$ cat config.mk
export PLATFORM = sky130hd
export DESIGN_NAME = watch_display_scanner
export DESIGN_NICKNAME = d
export VERILOG_FILES = /design/src/rtl/watch_pkg.sv /design/src/rtl/seg7_decode.sv /design/src/rtl/watch_display_scanner.sv
export SDC_FILE = /design/constraint.sdc
export NUM_CORES = 1
export LEC_CHECK = 0
export CORE_UTILIZATION = 30
export CTS_CLUSTER_SIZE = 16
export DETAILED_ROUTE_END_ITERATION = 6
export PLACE_DENSITY_LB_ADDON = 0.2
export SYNTH_ARGS = -nofsm -noshare
export SYNTH_HDL_FRONTEND = slang
export SYNTH_SLANG_ARGS = --single-unit
export TNS_END_PERCENT = 30
$ cat constraint.sdc
create_clock -name clk -period 8.7 [get_ports clk]
set_input_delay 1.74 -clock clk [delete_from_list [all_inputs] [get_ports clk]]
set_output_delay 1.74 -clock clk [all_outputs]
set_load 0.02 [all_outputs]
$ cat src/rtl/watch_pkg.sv
// Shared encodings for the watch datapath: edit modes, active-low segment
// patterns for a {g,f,e,d,c,b,a} common-anode digit, and digit slot indices.
package watch_pkg;

  typedef enum logic [1:0] {
    MODE_RUN    = 2'b00,
    MODE_EDIT_H = 2'b01,
    MODE_EDIT_M = 2'b10,
    MODE_EDIT_S = 2'b11
  } mode_t;

  localparam logic [6:0] SEG_DIGIT [0:9] = '{
    7'b1000000, 7'b1111001, 7'b0100100, 7'b0110000, 7'b0011001,
    7'b0010010, 7'b0000010, 7'b1111000, 7'b0000000, 7'b0010000
  };
  localparam logic [6:0] SEG_BLANK = 7'b1111111;
  localparam logic [6:0] SEG_DASH  = 7'b0111111;

  localparam logic [2:0] IDX_H_TENS  = 3'd0;
  localparam logic [2:0] IDX_H_UNITS = 3'd1;
  localparam logic [2:0] IDX_M_TENS  = 3'd2;
  localparam logic [2:0] IDX_M_UNITS = 3'd3;
  localparam logic [2:0] IDX_S_TENS  = 3'd4;
  localparam logic [2:0] IDX_S_UNITS = 3'd5;

endpackage

$ cat src/rtl/seg7_decode.sv
// BCD digit to active-low 7-segment pattern. Codes 10-14 are blank and
// code 15 is the dash used for out-of-range fields.
module seg7_decode
  import watch_pkg::*;
(
  input  logic [3:0] code,
  output logic [6:0] seg
);

  always_comb begin
    seg = SEG_BLANK;
    case (code)
      4'd0:    seg = SEG_DIGIT[0];
      4'd1:    seg = SEG_DIGIT[1];
      4'd2:    seg = SEG_DIGIT[2];
      4'd3:    seg = SEG_DIGIT[3];
      4'd4:    seg = SEG_DIGIT[4];
      4'd5:    seg = SEG_DIGIT[5];
      4'd6:    seg = SEG_DIGIT[6];
      4'd7:    seg = SEG_DIGIT[7];
      4'd8:    seg = SEG_DIGIT[8];
      4'd9:    seg = SEG_DIGIT[9];
      4'd15:   seg = SEG_DASH;
      default: seg = SEG_BLANK;
    endcase
  end

endmodule

$ cat src/rtl/watch_display_scanner.sv
// Six-digit multiplexed display driver for the watch: per-frame snapshot of
// h:m:s, anti-ghosting dead time per slot, and blinking of the edited field.
module watch_display_scanner
  import watch_pkg::*;
#(
  parameter int REFRESH_DIV = 100_000,
  parameter int DEAD_CYCLES = 1_000,
  parameter int BLINK_DIV   = 25_000_000
) (
  input  logic       clk,
  input  logic       reset_n,
  input  logic [4:0] hours,
  input  logic [5:0] minutes,
  input  logic [5:0] seconds,
  input  logic [1:0] mode,
  output logic [5:0] an,
  output logic [6:0] seg,
  output logic       dp
);

  localparam int CNT_W = $clog2(REFRESH_DIV);
  localparam int BLK_W = (BLINK_DIV > 1) ? $clog2(BLINK_DIV) : 1;
  localparam logic [CNT_W-1:0] CNT_LAST = CNT_W'(REFRESH_DIV - 1);
  localparam logic [BLK_W-1:0] BLK_LAST = BLK_W'(BLINK_DIV - 1);

  logic [CNT_W-1:0] cnt;
  logic [2:0]       idx;
  logic [BLK_W-1:0] blk_cnt;
  logic             phase;
  mode_t            mode_q;
  logic [4:0]       sh_hours;
  logic [5:0]       sh_minutes;
  logic [5:0]       sh_seconds;

  logic       cnt_last;
  logic       dead;
  logic       mode_changed;
  logic [5:0] field_val;
  logic       field_ok;
  mode_t      field_mode;
  logic [3:0] tens_d;
  logic [3:0] units_d;
  logic [3:0] code;
  logic [6:0] seg_dig;
  logic       blank;

  // Divide by 10 for 0..63 using reciprocal multiply (205/2048).
  function automatic logic [3:0] div10(input logic [5:0] v);
    logic [13:0] p;
    p = 14'(v) * 14'd205;
    return 4'(p >> 11);
  endfunction

  assign cnt_last     = (cnt == CNT_LAST);
  assign dead         = (int'(cnt) < DEAD_CYCLES);
  assign mode_changed = (mode_t'(mode) != mode_q);

  always_comb begin
    field_val  = 6'd0;
    field_ok   = 1'b0;
    field_mode = MODE_RUN;
    case (idx)
      IDX_H_TENS, IDX_H_UNITS: begin
        field_val  = {1'b0, sh_hours};
        field_ok   = (sh_hours < 5'd24);
        field_mode = MODE_EDIT_H;
      end
      IDX_M_TENS, IDX_M_UNITS: begin
        field_val  = sh_minutes;
        field_ok   = (sh_minutes < 6'd60);
        field_mode = MODE_EDIT_M;
      end
      IDX_S_TENS, IDX_S_UNITS: begin
        field_val  = sh_seconds;
        field_ok   = (sh_seconds < 6'd60);
        field_mode = MODE_EDIT_S;
      end
      default: ;
    endcase
    tens_d  = div10(field_val);
    units_d = 4'(field_val - 6'(tens_d) * 6'd10);
    // Odd slots carry the units digit of their field.
    code    = !field_ok ? 4'hF : (idx[0] ? units_d : tens_d);
    blank   = phase && (mode_q != MODE_RUN) && (mode_q == field_mode);
  end

  seg7_decode u_seg7_decode (
    .code (code),
    .seg  (seg_dig)
  );

  // Slot/digit scan and frame snapshot
  always_ff @(posedge clk or negedge reset_n) begin
    if (!reset_n) begin
      cnt        <= '0;
      idx        <= IDX_H_TENS;
      sh_hours   <= '0;
      sh_minutes <= '0;
      sh_seconds <= '0;
    end else begin
      if (cnt_last) begin
        cnt <= '0;
        if (idx == IDX_S_UNITS) begin
          idx        <= IDX_H_TENS;
          sh_hours   <= hours;
          sh_minutes <= minutes;
          sh_seconds <= seconds;
        end else begin
          idx <= idx + 3'd1;
        end
      end else begin
        cnt <= cnt + CNT_W'(1);
      end
    end
  end

  // Blink timebase, restarted on any mode change
  always_ff @(posedge clk or negedge reset_n) begin
    if (!reset_n) begin
      blk_cnt <= '0;
      phase   <= 1'b0;
      mode_q  <= MODE_RUN;
    end else begin
      mode_q <= mode_t'(mode);
      if (mode_changed) begin
        blk_cnt <= '0;
        phase   <= 1'b0;
      end else if (blk_cnt == BLK_LAST) begin
        blk_cnt <= '0;
        phase   <= ~phase;
      end else begin
        blk_cnt <= blk_cnt + BLK_W'(1);
      end
    end
  end

  // Registered display pins
  always_ff @(posedge clk or negedge reset_n) begin
    if (!reset_n) begin
      an  <= 6'b111111;
      seg <= SEG_BLANK;
      dp  <= 1'b1;
    end else if (dead) begin
      an  <= 6'b111111;
      seg <= SEG_BLANK;
      dp  <= 1'b1;
    end else begin
      an  <= ~(6'b000001 << idx);
      seg <= blank ? SEG_BLANK : seg_dig;
      dp  <= blank ? 1'b1 : !((idx == IDX_H_UNITS) || (idx == IDX_M_UNITS));
    end
  end

endmodule

==> results.py, run 1 <==
metrics = {
    "outcome": {
        "outcome": "complete, but fails checks",
        "violations": "design-rule violations",
    },
    "cts": {
        "cts_inserted_buffers": 9,
        "htree_levels": 3,
        "post_cts_buffers": 0,
        "cts_sinks": 79,
        "cts.repair.resized": 0,
        "cts_tree": "done",
        "clock_latency_ps": 330,
        "hold_buffers": 0,
        "clk_pin_slew_worst_paths_ps": 60,
        "clockBufferDepth": 2,
        "clockRootBuffer": "clkbuf_16",
    },
    "final_layout": {
        "drive_gt1_share_pct": 13.1,
        "fill_cells": 1462,
        "final_nets": 516,
        "diodes": 0,
        "syn2layout_area_growth_pct": 18.2,
        "utilization_pct": 36.5,
    },
    "synth": {
        "syn-num-nets": 485,
        "synthTopCellsByArea": "dfrtp_1 36%, dfstp_2 8.1%, ha_1 7.2%, mux2_2 4.5%, xnor2_1 4.5%",
        "synth_top_area_share_pct": 35.9,
        "ys_async_sr_fraction_pct": 100,
        "synthFlopType": "dfrtp_1",
        "ys.warnings.count": 0,
        "synth_area_um2": 4530,
        "ys_seq_area_share_pct": 44.1,
        "synthCells": 431,
        "synth_cell_types": 55,
        "synth-edff-count": 0,
        "ys_seq_elements": 79,
        "avgSynthCellArea_um2": 10.5,
        "yosys.area.top_type": "dfrtp_1",
    },
    "critical_path": {
        "crit_slowest_cell": "dfrtp_1",
        "worstSetupEndpointType": "flip-flop",
        "worst-r2r-cell-count": 20,
        "cpMostUsedCell": "ha_1",
        "reg2reg_to": "seg[3]",
        "worstPathRequired_ps": 8930,
        "r2r-start": "idx[1]",
        "path_max_fanout": 16,
        "path_buf_inv": 1,
        "cp_cell_sequence": "and2_1 -> ha_1 -> a21o_1 -> a21oi_1 -> inv_1 -> ha_1 -> fa_1 -> ha_1 -> ha_1 -> and2_1 -> a221o_1 -> a2bb2oi_2 -> a31oi_1 -> or2_2 -> fa_1 -> xor2_1 -> xnor3_1 -> xnor2_1 -> a2111oi_0 -> o31ai_2",
        "crit_start": "idx[1]",
        "reg2reg_setup_slack_ps": 2490,
        "crit_family": "adder cells",
        "critPathMaxStageDelay_ps": 570,
        "path_depth": 20,
        "cp.arrival_ps": 6440,
        "critical_path_class": "flip-flop to flip-flop",
        "crit_end": "seg[3]",
        "start_kind": "flip-flop",
    },
    "place": {
        "dp_hpwl_um": 6670,
        "gp_congestion": 0.815,
        "port_buffers": 34,
    },
    "global_route": {
        "grt_pass1_wl_um": 15700,
        "grt-ovfl-total": 0,
        "antenna_found_initial": 0,
        "grt_max_degree": 80,
        "grtUsageTotal_pct": 12.6,
        "grt_pass1_vias": 3144,
    },
    "pwr": {
        "ir_worst_vdd_uv": 99.0,
        "power.total_mw": 0.799,
        "power_density_nw_per_um2": 149,
        "p_leak_nw": 2.38,
    },
    "routing": {
        "wl_per_cell_um": 14.0,
        "drc_errors": 4,
        "dr.pass1.iters": 6,
        "num_vias": 3127,
        "final_antenna_net_count": 0,
        "drt_wl_total_um": 9090,
        "drt_iter0_drc": 169,
        "vias_per_cell": 4.80,
    },
    "floorplanning": {
        "die_w_um": 125,
        "ios": 35,
        "dieArea_um2": 15600,
        "core_area_um2": 14600,
        "start_util_pct": 30.9,
        "die_h_um": 125,
        "num_rows": 44,
    },
    "timing": {
        "setup_viol": 0,
        "finalCriticalPeriod_ps": 6210,
        "skew_ps": 5.03,
        "fin_crit_sh_pct": 71.4,
        "tightest_slew_ps": 990,
        "tns_ps": 0,
        "rsz0062_at_grt": "no",
        "drv_slew": 0,
        "max-slew-margin-rel_pct": 34.0,
        "final_hold_viol_count": 0,
        "clock.fmax_mhz": 161,
    },
    "flow_run": {
        "cap_violations": 0,
    },
    "min_path": {
        "hold_path.class": "flip-flop to flip-flop",
        "hp-start": "cnt[4]",
    },
}
-- Yosys cell counts, drive strengths merged, types with 2 or more instances --
cell type / instances
dfrtp: 65
nor2: 52
nand2: 35
ha: 26
xor2: 24
xnor2: 23
inv: 20
nand3: 20
mux2: 18
o21ai: 15
dfstp: 14
nand4: 14
and3: 12
clkbuf: 10
a21oi: 7
fa: 7
and2: 6
mux2i: 6
a21o: 5
or2: 5
and4: 4
buf: 4
a31oi: 3
nor2b: 3
o211ai: 3
o221ai: 3
nor3: 2
nor3b: 2
nor4: 2
nor4b: 2
o31ai: 2
or3: 2
-- metal layers --
layer,global-route usage [%],vias up,part of all wire (%)
met2,18.9,65,44
li1,-,1557,-
met3,2.79,8,3.9
met5,0,-,0
met1,17.6,1497,51
met4,4.59,0,1.3
-- registers in the layout, summed over array words and instances (netlist names) --
register    count
dp              1
cnt            17
sh_seconds      6
mode_q          2
blk_cnt        25
an              6
seg             7
idx             3
phase           1
sh_hours        5
sh_minutes      6
-- worst register-to-register path, delay by kind of cell (launching register included) --
family / cells / cell delay [ps]
AO/OA/AOI/OAI: 7 / 1940
XOR/XNOR: 3 / 620
adder cells (fa/ha/maj): 6 / 2100
buffers and inverters: 1 / 120
flip-flops: 1 / 570
AND/OR/NAND/NOR: 3 / 770
-- worst min path at each step --
stage                        end  slack [ps]  depth (start not counted)
after floorplan           cnt[4]         450                          1
after global placement    cnt[4]         470                          1
after detailed placement  cnt[4]         480                          1
after CTS                 cnt[4]         490                          1
after global routing      cnt[4]         510                          1
final                     cnt[4]         490                          1
-- through the flow --
stage | std cells | area (um2) | setup WS (ps) | hold slack, ps
finish | 651 | 5350 | 2490 | 491
global placement | 635 | 5020 | 2670 | 475
global route | 651 | 5350 | 2070 | 512
CTS | 651 | 5350 | 2520 | 491
floorplan | 431 | 4530 | 2900 | 454
detailed placement | 635 | 5020 | 2530 | 481
-- cell usage in the layout, fill, tap and decap left out, types with 18 or more instances in the layout --
cell	n
nand2_1	34
dfrtp_1	65
xor2_1	23
xnor2_1	23
ha_1	26
nor2_1	52
inv_1	20
mux2_2	18
nand3_1	20
clkdlybuf4s50_1	33
-- kinds of logic (layout without fill, tap and decap cells) --
logic type | after synthesis | count (layout) | synth area share (%)
AOI/OAI and AO/OA | 50 | 50 | 8.82
buffers and inverters | 34 | 70 | 3.21
muxes | 24 | 24 | 5.81
xor gates and xnor gates | 48 | 48 | 9.76
adders and majority gates | 33 | 33 | 10.3
DFF | 79 | 79 | 44.1
and+or+nand+nor | 163 | 163 | 18.1
-- power breakdown --
group	internal (mW)	total, mW	switching, mW
Clock	0.261	0.405	0.144
Combinational	0.00961	0.0228	0.0132
Sequential	0.369	0.370	0.00131
-- cell type report --
type                            count  area [um2]  area share [%]
Timing Repair Buffer               34         338            6.32
Inverter                           20        75.1            1.40
Multi-Input combinational cell    318        2390            44.6
Tap cell                          184         230            4.31
Clock buffer                       12         246            4.61
Sequential cell                    79        1990            37.3
Clock inverter                      4        77.6            1.45
Power figures use the tool's default switching activity.
==> run 2: changes to the inputs <==
Clock period 8.7 ns to 6.45 ns, I/O delays scaled along.
==> results.py, run 2 (synthesis results as in run 1) <==
metrics = {
    "final_layout": {
        "multi_input_area_um2": 2390,
        "final_nets": 520,
        "fill_cells": 1461,
        "final_common_cell": "dfrtp_1",
        "top_register": "blk_cnt",
        "drive_gt1_share_pct": 14.2,
        "largest_registers": "blk_cnt (25), cnt (17), seg (7)",
        "layout_common_cells": "65 x dfrtp_1, 52 x nor2_1, 34 x nand2_1",
        "syn2layout_area_growth_pct": 18.9,
        "largest_reg_flops": 25,
        "diodes": 0,
        "regArea_um2": 1990,
    },
    "cts": {
        "clockRootBuffer": "clkbuf_16",
        "clockBufferDepth": 2,
        "clock_latency_ps": 340,
        "cts_inserted_buffers": 9,
        "hold_buffers": 0,
        "cts.repair.resized": 0,
        "cts_sinks": 79,
        "htree_levels": 3,
        "post_cts_buffers": 0,
        "clk_pin_slew_worst_paths_ps": 60,
        "cts_tree": "done",
    },
    "timing": {
        "max-slew-margin-rel_pct": 37.1,
        "setup_viol": 0,
        "tightest_slew_ps": 944,
        "fin_crit_sh_pct": 90.3,
        "final_hold_viol_count": 0,
        "clock.fmax_mhz": 172,
        "rsz0062_at_grt": "no",
        "skew_ps": 7.93,
        "drv_slew": 0,
        "tns_ps": 0,
        "hold_slack_ps": 493,
        "finalCriticalPeriod_ps": 5830,
    },
    "critical_path": {
        "worst-r2r-cell-count": 20,
        "worstSetupEndpointType": "flip-flop",
        "critical_path_class": "flip-flop to flip-flop",
        "path_max_fanout": 8,
        "start_kind": "flip-flop",
        "worstPathRequired_ps": 6700,
        "cp.arrival_ps": 6070,
    },
    "place": {
        "gp_congestion": 0.815,
        "dp_hpwl_um": 6790,
        "port_buffers": 34,
    },
    "floorplanning": {
        "ios": 35,
        "num_rows": 44,
        "core_area_um2": 14600,
        "die_w_um": 125,
        "start_util_pct": 30.9,
        "die_h_um": 125,
        "dieArea_um2": 15600,
    },
    "routing": {
        "drc_errors": 4,
        "drt_iter0_drc": 206,
        "dr.pass1.iters": 6,
        "vias_per_cell": 4.69,
        "final_antenna_net_count": 0,
        "num_vias": 3073,
        "wl_per_cell_um": 14.0,
        "drt_wl_total_um": 9180,
    },
    "flow_run": {
        "cap_violations": 0,
    },
    "global_route": {
        "antenna_found_initial": 0,
        "grtUsageTotal_pct": 13.0,
        "grt_pass1_wl_um": 16000,
        "grt-ovfl-total": 0,
        "grt_max_degree": 75,
        "grt_pass1_vias": 3110,
    },
    "min_path": {
        "hold_depth": 1,
        "hold_path.class": "flip-flop to flip-flop",
    },
    "outcome": {
        "outcome": "complete, but fails checks",
        "violations": "design-rule violations",
    },
    "pwr": {
        "p_leak_nw": 2.41,
        "power_density_nw_per_um2": 202,
        "ir_worst_vdd_uv": 197,
    },
}
[run 2: routing by layer]
layer / up-vias / GRT usage [%] / wire, um
met5: - / 0 / 0
met4: 0 / 4.73 / 131
met3: 10 / 3.09 / 318
met2: 47 / 19.3 / 3980
met1: 1456 / 18.4 / 4760
li1: 1560 / - / -
[run 2: worst max-delay path, cell delays in order (launching register included)]
cell and delay [ps]:
dfrtp_1 380, and2_1 160, ha_1 270, a21o_1 250
a21oi_1 210, inv_1 110, ha_1 350, fa_1 490
ha_1 310, ha_1 280, and2_1 140, a221o_1 320
a2bb2oi_2 280, a31oi_1 150, or2_2 340, fa_1 410
xor2_1 170, xnor3_1 250, xnor2_1 190, a2111oi_0 550
o31ai_2 130
[run 2: where the power goes]
group | switching [mW] | leakage [nW] | internal (mW)
sequential | 0.00181 | 1.04 | 0.498
clock | 0.211 | 0.163 | 0.345
combinational | 0.0179 | 1.21 | 0.0134
total | 0.231 | 2.41 | 0.856
[run 2: worst paths after layout]
check | startpoint | end | slack (ps)
min in group asynchronous | reset_n | seg[5] | 910
worst max register to register | idx[1] | seg[3] | 620
max in group asynchronous | reset_n | sh_hours[1] | 4600
worst min register to register | cnt[0] | cnt[0] | 490
worst min-delay path | cnt[0] | cnt[0] | 490
worst max-delay path | idx[1] | seg[3] | 620
[run 2: through the flow]
step | power (mW) | worst slack [ps] | cells | utilization, % | instance area [um2]
2_1_floorplan | 0.516 | 652 | 431 | - | 4530
3_3_place_gp | 0.541 | 745 | 639 | 34.5 | 5050
3_5_place_dp | 0.541 | 628 | 639 | 34.5 | 5050
4_1_cts | 1.11 | 619 | 655 | 36.7 | 5380
5_1_grt | 1.13 | 157 | 655 | 36.7 | 5380
6_report | 1.09 | 623 | 655 | 36.7 | 5380
[run 2: area by class of cell]
class	instances	area share, %
clock buffers	9	4.19
clock inverters	7	1.91
inverters	20	1.40
multi-input cells	318	44.3
flip-flops and latches	79	37.1
well taps	184	4.28
repair buffers	38	6.84
